$ cat config.mk
export PLATFORM = sky130hd
export DESIGN_NAME = branch_predict_ctrl
export DESIGN_NICKNAME = d
export VERILOG_FILES = /design/src/rtl/branch_predict_ctrl.sv
export SDC_FILE = /design/constraint.sdc
export NUM_CORES = 1
export LEC_CHECK = 0
export CAP_MARGIN = 15
export CORE_AREA = 10 10 229 231
export DETAILED_ROUTE_END_ITERATION = 10
export DIE_AREA = 0 0 239 241
export HOLD_SLACK_MARGIN = 0.06
export PLACE_DENSITY_LB_ADDON = 0.25
export SYNTH_ARGS = -nofsm -noshare
export SYNTH_HDL_FRONTEND = slang
export SYNTH_SLANG_ARGS = --single-unit
$ cat constraint.sdc
create_clock -name clk -period 3.7 [get_ports clk]
set_clock_uncertainty 0.1 [all_clocks]
set_input_delay 0.74 -clock clk [delete_from_list [all_inputs] [get_ports clk]]
set_output_delay 0.74 -clock clk [all_outputs]
set_load 0.01 [all_outputs]
$ cat src/rtl/branch_predict_ctrl.sv
`default_nettype none
// ============================================================================
// Module   : branch_predict_ctrl
// Purpose  : Branch prediction and resolution controller for a 5-stage
//            pipeline. In IF it predicts conditional branches from a 2-bit
//            saturating-counter BHT and a direct-mapped BTB. In EX it
//            resolves the branch, trains both tables, and on a mispredict
//            flushes IF/ID and ID/EX and redirects the PC. It also keeps
//            saturating branch and mispredict statistics counters.
// Ports    :
//   clk, rstn            - clock (rising edge), async active-low reset
//   if_pc                - fetch PC used to look up the prediction
//   pred_taken/_target   - IF prediction
//   ex_valid, ex_stall   - EX holds a real instruction / EX is frozen
//   ex_br_type           - 01=beq, 10=blt, others are not conditional branches
//   ex_br                - comparator result for the EX instruction
//   ex_pc, ex_target     - EX instruction PC and computed target
//   ex_pred_taken/_target- prediction that travelled with the instruction
//   flush_ifid/_idex     - pipeline register clears
//   redirect, redirect_pc- PC mux select and corrected fetch address
//   br_count             - resolved conditional branches (saturating)
//   mispred_count        - mispredicts (saturating)
// Revision : 1.0 - initial release
// ============================================================================
module branch_predict_ctrl #(
    parameter int         IDX_W    = 4,
    parameter logic [1:0] CNT_INIT = 2'b01
) (
    input  logic        clk,
    input  logic        rstn,
    input  logic [31:0] if_pc,
    output logic        pred_taken,
    output logic [31:0] pred_target,
    input  logic        ex_valid,
    input  logic        ex_stall,
    input  logic [1:0]  ex_br_type,
    input  logic        ex_br,
    input  logic [31:0] ex_pc,
    input  logic [31:0] ex_target,
    input  logic        ex_pred_taken,
    input  logic [31:0] ex_pred_target,
    output logic        flush_ifid,
    output logic        flush_idex,
    output logic        redirect,
    output logic [31:0] redirect_pc,
    output logic [31:0] br_count,
    output logic [31:0] mispred_count
);

    localparam int DEPTH = 1 << IDX_W;

    typedef enum logic [0:0] {
        ST_RUN     = 1'b0,
        ST_RECOVER = 1'b1
    } state_e;

    state_e      state_q;
    state_e      state_d;

    logic [1:0]  cnt_q     [DEPTH];
    logic [31:0] btb_tgt_q [DEPTH];
    logic        btb_v_q   [DEPTH];

    logic [31:0] br_cnt_q;
    logic [31:0] br_cnt_d;
    logic [31:0] mis_cnt_q;
    logic [31:0] mis_cnt_d;
    logic [1:0]  cnt_d;

    logic [IDX_W-1:0] w_if_idx;
    logic [IDX_W-1:0] w_ex_idx;
    logic             w_is_cond;
    logic             w_res;
    logic             w_mis;

    // PC bits outside the index field do not take part in table lookup.
    logic w_unused;
    assign w_unused = ^{if_pc[31:IDX_W+2], if_pc[1:0]};

    assign w_if_idx  = if_pc[IDX_W+1:2];
    assign w_ex_idx  = ex_pc[IDX_W+1:2];
    assign w_is_cond = (ex_br_type == 2'b01) || (ex_br_type == 2'b10);

    // rstn is folded in so every output drops the moment reset asserts,
    // independent of whatever EX is presenting.
    assign w_res = rstn & ex_valid & ~ex_stall & w_is_cond & (state_q == ST_RUN);
    assign w_mis = w_res & ((ex_br != ex_pred_taken) |
                            (ex_br & ex_pred_taken & (ex_target != ex_pred_target)));

    // ------------------------------------------------------------------
    // Prediction: reads pre-update table contents, so a same-index write
    // in this cycle is only visible after the clock edge.
    // ------------------------------------------------------------------
    assign pred_taken  = rstn & cnt_q[w_if_idx][1] & btb_v_q[w_if_idx];
    assign pred_target = btb_tgt_q[w_if_idx];

    // ------------------------------------------------------------------
    // Mispredict outputs
    // ------------------------------------------------------------------
    assign flush_ifid  = w_mis;
    assign flush_idex  = w_mis;
    assign redirect    = w_mis;
    assign redirect_pc = w_mis ? (ex_br ? ex_target : ex_pc + 32'd4) : 32'd0;

    assign br_count      = br_cnt_q;
    assign mispred_count = mis_cnt_q;

    // ------------------------------------------------------------------
    // FSM: a mispredict is followed by one RECOVER cycle in which the
    // instruction in EX is a flush bubble or stale value and must not be
    // allowed to resolve. A stalled EX holds the state.
    // ------------------------------------------------------------------
    always_comb begin
        state_d = state_q;
        if (!ex_stall) begin
            case (state_q)
                ST_RUN:     if (w_mis) state_d = ST_RECOVER;
                ST_RECOVER: state_d = ST_RUN;
                default:    state_d = ST_RUN;
            endcase
        end
    end

    always_ff @(posedge clk or negedge rstn) begin
        if (!rstn) begin
            state_q <= ST_RUN;
        end else begin
            state_q <= state_d;
        end
    end

    // ------------------------------------------------------------------
    // Training next-values
    // ------------------------------------------------------------------
    always_comb begin
        cnt_d = cnt_q[w_ex_idx];
        if (ex_br) begin
            if (cnt_q[w_ex_idx] != 2'b11) cnt_d = cnt_q[w_ex_idx] + 2'd1;
        end else begin
            if (cnt_q[w_ex_idx] != 2'b00) cnt_d = cnt_q[w_ex_idx] - 2'd1;
        end
    end

    always_comb begin
        br_cnt_d  = br_cnt_q;
        mis_cnt_d = mis_cnt_q;
        if (w_res && (br_cnt_q != 32'hFFFF_FFFF)) br_cnt_d  = br_cnt_q + 32'd1;
        if (w_mis && (mis_cnt_q != 32'hFFFF_FFFF)) mis_cnt_d = mis_cnt_q + 32'd1;
    end

    // ------------------------------------------------------------------
    // BHT counters and BTB valid bits (reset)
    // ------------------------------------------------------------------
    always_ff @(posedge clk or negedge rstn) begin
        if (!rstn) begin
            for (int k = 0; k < DEPTH; k++) begin
                cnt_q[k]   <= CNT_INIT;
                btb_v_q[k] <= 1'b0;
            end
        end else if (w_res) begin
            cnt_q[w_ex_idx] <= cnt_d;
            if (ex_br) btb_v_q[w_ex_idx] <= 1'b1;
        end
    end

    // BTB targets are qualified by btb_v_q, so they carry no reset.
    always_ff @(posedge clk) begin
        if (w_res && ex_br) begin
            btb_tgt_q[w_ex_idx] <= ex_target;
        end
    end

    // ------------------------------------------------------------------
    // Statistics counters
    // ------------------------------------------------------------------
    always_ff @(posedge clk or negedge rstn) begin
        if (!rstn) begin
            br_cnt_q  <= 32'd0;
            mis_cnt_q <= 32'd0;
        end else begin
            br_cnt_q  <= br_cnt_d;
            mis_cnt_q <= mis_cnt_d;
        end
    end

endmodule
`default_nettype wire

## After elaboration in Yosys (flattened, before gate mapping)

Memories as Yosys holds them, arrays and structs flattened.
Index checks and enable logic that the tools add are counted.

- Memory bits (writable): 512
- Register bits: 113
- Memories kept: 1
- Output and inout bits: 132
- Logic and storage cells: 96
- Input port bits: 136

Memory list:

| name | words | width | read ports | clocked after memory_dff | wr ports | line | text |
|---|---|---|---|---|---|---|---|
| btb_tgt_q | 16 | 32 | 1 | 0 | 1 | 61 | `logic [31:0] btb_tgt_q [DEPTH];` |

- Reductions and logical operators: 7
- Bitwise logic cells: 15
- Order comparisons: 3
- Equality and inequality tests: 7
- Multiplexer cells: 23
- $add $sub $neg: 5

Operator list:

| operator | count |
|---|---|
| adder 32 x 1 -> 32 bit, second input constant | 2 |
| 2-to-1 mux 32 bit | 2 |
| inequality test 32 bit, second input constant | 2 |
| adder 32 x 3 -> 32 bit, second input constant | 1 |
| bitwise mux 32 bit | 1 |
| inequality test 32 bit | 1 |
| binary-select mux 2 bit (select 4 bit) | 2 |
| 2-to-1 mux 2 bit | 8 |
| OR 16 bit | 1 |
| >= comparator 5 bit, second input constant | 2 |
| inverter 4 -> 5 bit | 2 |
| bitwise AND 1 bit | 9 |
| demux 2 bit (select 4 bit) | 1 |
| 2-to-1 mux 1 bit | 6 |
| < comparator 5 x 1 -> 1 bit, second input constant | 1 |
| binary-select mux 1 bit (select 4 bit) | 1 |
| demux 1 bit (select 4 bit) | 1 |
| logical AND 1 bit | 4 |
| adder 2 x 1 -> 2 bit, second input constant | 1 |
| equality test 2 x 1 -> 1 bit, second input constant | 1 |
| equality test 2 bit, second input constant | 1 |
| inequality test 2 bit, second input constant | 1 |
| inverter 1 bit | 2 |
| one-hot mux 1 bit (2 select lines) | 1 |
| 6 further kinds | 6 |

## Depth between registers and ports, before layout

- Depth in word-level cells: 8
- Mapped depth: 10
- Mapped depth without buffers: 8

## Worst setup path before layout

OpenSTA, ideal clock, no wires.

- Kind: input port to flip-flop
- Start point: input ex_br_type[0]
- End point: memory btb_tgt_q[0][0], enable pin
- Stages on the path: 4
- Arrival time: 3.110 ns
- Path buffers: 0
- Setup time: 0.422 ns
- Path slack: 0.068 ns
- Data required time: 3.178 ns
- Cell sequence: xnor2_1 > or4_1 > or3_1 > nor2_1

- Word-level cells in the longest chain between the ends: 7
- Elaborated cells on any way between the ends: 8
- Those cells by class: eq/ne (2); mux (2); bitwise (2); reduce/logical (2)

RTL lines:

| item | line | text |
|---|---|---|
| start, declared | 36 | `input logic [1:0] ex_br_type,` |
| equality test 2 x 1 -> 1 bit / equality test 2 bit (equally long branches) | 82 | `assign w_is_cond = (ex_br_type == 2'b01) \|\| (ex_br_type == 2'b10);` |
| logical OR 1 bit * | 82 |  |
| bitwise AND 1 bit * (2 in series) | 86 | `assign w_res = rstn & ex_valid & ~ex_stall & w_is_cond & (state_q == ST_RUN);` |
| logical AND 1 bit * | 168 | `if (w_res && ex_br) begin` |
| 2-to-1 mux 1 bit * | 168 |  |
| 2-to-1 mux 1 bit (not written as such) * | 169 | `btb_tgt_q[w_ex_idx] <= ex_target;` |
| end, declared | 61 |  |

Mark *: on every way between the ends. The rest lies on a longest branch, timed or not.

## Worst setup path in the final report

- Start point: input ex_target[15]
- End point: output redirect_pc[23]

- Word-level cells in the longest chain between the ends: 5

RTL lines:

| item | line | text |
|---|---|---|
| start, declared | 39 | `input logic [31:0] ex_target,` |
| inequality test 32 bit | 88 | `(ex_br & ex_pred_taken & (ex_target != ex_pred_target)));` |
| bitwise AND 1 bit | 88 |  |
| OR 1 bit | 87 | `assign w_mis = w_res & ((ex_br != ex_pred_taken) \|` |
| bitwise AND 1 bit | 87 |  |
| 2-to-1 mux 32 bit | 103 | `assign redirect_pc = w_mis ? (ex_br ? ex_target : ex_pc + 32'd4) : 32'd0;` |
| end, declared | 45 | `output logic [31:0] redirect_pc,` |

Every way passes these cells.

==> results.md <==
- Status: finished with violations
- Failing checks: negative setup slack
- Final critical-path share of the clock period: 100%
- Initial DRC Count: 1730
- # diodes: 0
- Gp weighted congestion: 0.850
- Vias in the first global route: 16000
- Row count: 80
- Syn Inst Count: 1447
- Startpoint Class: input port
- Largest stage delay, worst path: 0.37 ns
- Reg2Reg Depth: 7
- CP Class: in2out
- Critical path arrival: 2.87 ns
- Clock sink count: 625
- PD cells: 460 nW/µm²
- Largest area contributor in the netlist: edfxtp_1
- Synth Flop Type: edfxtp_1
- Die Width: 239 µm
- Worst Path Max Fanout: 5
- Final net count: 1998
- Most common cell after layout, fill and taps aside: edfxtp_1
- Critical path's slowest cell: nor4_4
- Syn_area_per_cell: 17.9 µm²
- Sw frac: 21.9%
- Seq pwr share: 52.0%
- Hold Violations, Final: 0
- R2R setup slack: 0.84 ns
- Initial core utilization: 54.5%
- Most frequent cells in the layout: edfxtp_1, mux4_2, clkdlybuf4s50_1, buf_4, nand2_1
- Final setup fails: 1
- Placed insts: 2399
- Mapped Area: 25900 µm²
- Min Tclk post-route: 3.71 ns
- Post-Place Setup Slack: -1.05 ns
- DIE AREA: 57600 µm²
- CP Cell Sequence: dlygate4sd2_1, xnor2_2, buf_4, nand4_1, nor4_4, a21boi_2, o21ai_4, buf_12, buf_12, buf_6, a21oi_1, buf_4
- CTS clock-pin slew for the worst setup and hold paths: 0.06 ns
- Post-synth EDFFs: 512
- Worst VDD drop: 413 µV
- Seq/Total Area, Yosys: 70.3%
- Synthesized Nets: 1590
- # IOs: 268
- TritonCTS clock tree: built
- Share of the synthesized area in the top cell type: 59.3%
- Peak Freq: 0.270 GHz
- Worst skew pair latency: 0.62 ns
- Logic pwr share: 8.7%
- Routed Antenna Nets: 0
- Clock power frac: 39.2%
- DR vias/cell: 6.09
- Count of different cell masters after synthesis: 53
- Max-slew violations: 0
- Max-capacitance violation count: 0
- All-Layer GR Usage: 25.2%
- Die H: 241 µm
- Placed cell area: 30500 µm²
- Final WS setup: -0.00681 ns
- Post-CTS Hold Buffers: 0
- TNS Setup: -0.00681 ns
- Remaining DRCs: 0
- Worst r2r src: mispred_count[3]
- Largest net degree at the start of global routing: 59
- Async set-reset flop share out of synthesis: 18.1%
- Setup crit end kind: output port
- Num CTS Buffers: 59
- Root buf cell: clkbuf_16
- Via Count: 15400
- TritonRoute pass-1 iters: 6
- Clock Path Buffers: 3
- Worst r2r dst: mispred_count[17]
- Post-Route WL: 71600 µm
- Port Buffer Count: 239
- Int Pwr: 11.7 mW
- Synth warnings: 0
- H-tree lvl count: 2
- WL/cell: 28.4 µm
- Worst-Margin Slew: 0.911 ns
- Worst path required time: 2.86 ns
- Power after layout: 15.0 mW
- Antenna violations before repair: 1
- Normalized max-slew margin: 38.8%
- Gr ovfl total: 0
- Seq cells post-synth: 625
- Final Instance Area: 32600 µm²
- Final Non-Filler Cells: 2520
- Ranking of synthesized cells by area: edfxtp_1, mux4_2, dfrtp_1, xnor2_1, dfstp_2
- Sw power: 3.29 mW
- Leak Pwr: 11.7 nW
- Layout area overhead: 25.8%
- Hold/Removal Path Class: in2async
- Core area: 47500 µm²
- Layout cells sized above 1: 30.1%
- First-pass GRT wire length: 106000 µm
- Detailed Place HPWL: 45900 µm
-- routing by layer --
metal / vias up / track usage (%) / wire length (µm) / part of all wire (%)
li1: 6514 / - / - / -
met1: 7937 / 33.1 / 27300 / 38
met2: 787 / 41.0 / 34700 / 48
met3: 118 / 5.83 / 7050 / 9.9
met4: 2 / 8.74 / 2570 / 3.6
met5: - / 0 / 7 / 0.0098
-- final cells by class --
cell class	instances	area, µm²
clock buffers	84	1670
clock inverters	27	210
fillers	3054	15000
inverters	16	60.1
multi-input cells	739	7700
flip-flops and latches	625	18200
well taps	615	769
repair buffers	414	3950
-- worst max-delay path: cells and delay by family --
kind	cells	cell delay [ns]
AOI/OAI and AO/OA	3	0.36
buffers and inverters	6	0.97
xor gates and xnor gates	1	0.23
and+or+nand+nor	2	0.56
-- through the flow --
stage | hold slack [ns] | util [%]
detailed placement | 0.355 | 64.2
floorplan | 0.340 | -
global route | 0.243 | 68.5
finish | 0.169 | 68.5
CTS | 0.184 | 68.5
global placement | 0.350 | 64.2
-- worst max path at each step --
stage                              from         endpoint  slack [ns]  cells after the start
after global placement    ex_target[17]  redirect_pc[25]       -1.02                     10
after CTS                      ex_pc[3]  redirect_pc[27]     0.00005                     11
final                     ex_target[15]  redirect_pc[23]      -0.007                     12
after detailed placement  ex_target[25]  redirect_pc[25]       -1.05                     10
after floorplan           ex_br_type[0]  btb_tgt_q[0][0]        0.07                      4
after global routing      ex_target[15]  redirect_pc[23]       -0.04                     12
-- logic make-up after synthesis --
group,Yosys count,synth area share (%)
xor gates and xnor gates,121,4.09
muxes,185,15.3
adders and majority gates,7,0.338
and+or+nand+nor,348,6.79
buffers and inverters,83,1.39
AOI/OAI and AO/OA,78,1.74
DFF,625,70.3
-- timing repair --
item                                    in CTS  in global routing
buffers inserted                            12                  2
endpoints found under the hold margin        0                  0
endpoints found under the setup margin      49                 35
gates resized for setup                    261                 43
pin swaps                                   29                 18
gates cloned                                 1                  0
-- registers in the layout, indices dropped and copies added (netlist names) --
register,cells
btb_tgt_q,512
mispred_count,32
btb_v_q,16
br_count,32
state_q,1
cnt_q,32
-- Yosys cell counts, types with 7 or more instances --
master	n
a21oi_1	18
and2_1	8
and3_1	20
and4_1	11
buf_1	12
buf_2	21
clkbuf_1	29
dfrtp_1	97
dfstp_2	16
edfxtp_1	512
ha_1	7
inv_1	15
mux2i_1	14
mux4_2	169
nand2_1	105
nand3_1	38
nand4_1	27
nor2_1	75
nor3_1	12
nor4_1	18
o21ai_0	24
o21ai_1	17
or2_2	16
xnor2_1	78
xor2_1	43
-- power groups by stage --
stage	Clock, mW	Combinational, mW	Sequential (mW)
final	5.89	1.31	7.80
after detailed placement	0	1.30	7.94
after floorplan	0	0.529	7.95
after global routing	6.22	1.40	7.81
after CTS	5.93	1.32	7.80
after global placement	0	1.27	7.94
No activity file was read; power rests on OpenSTA's default activity.
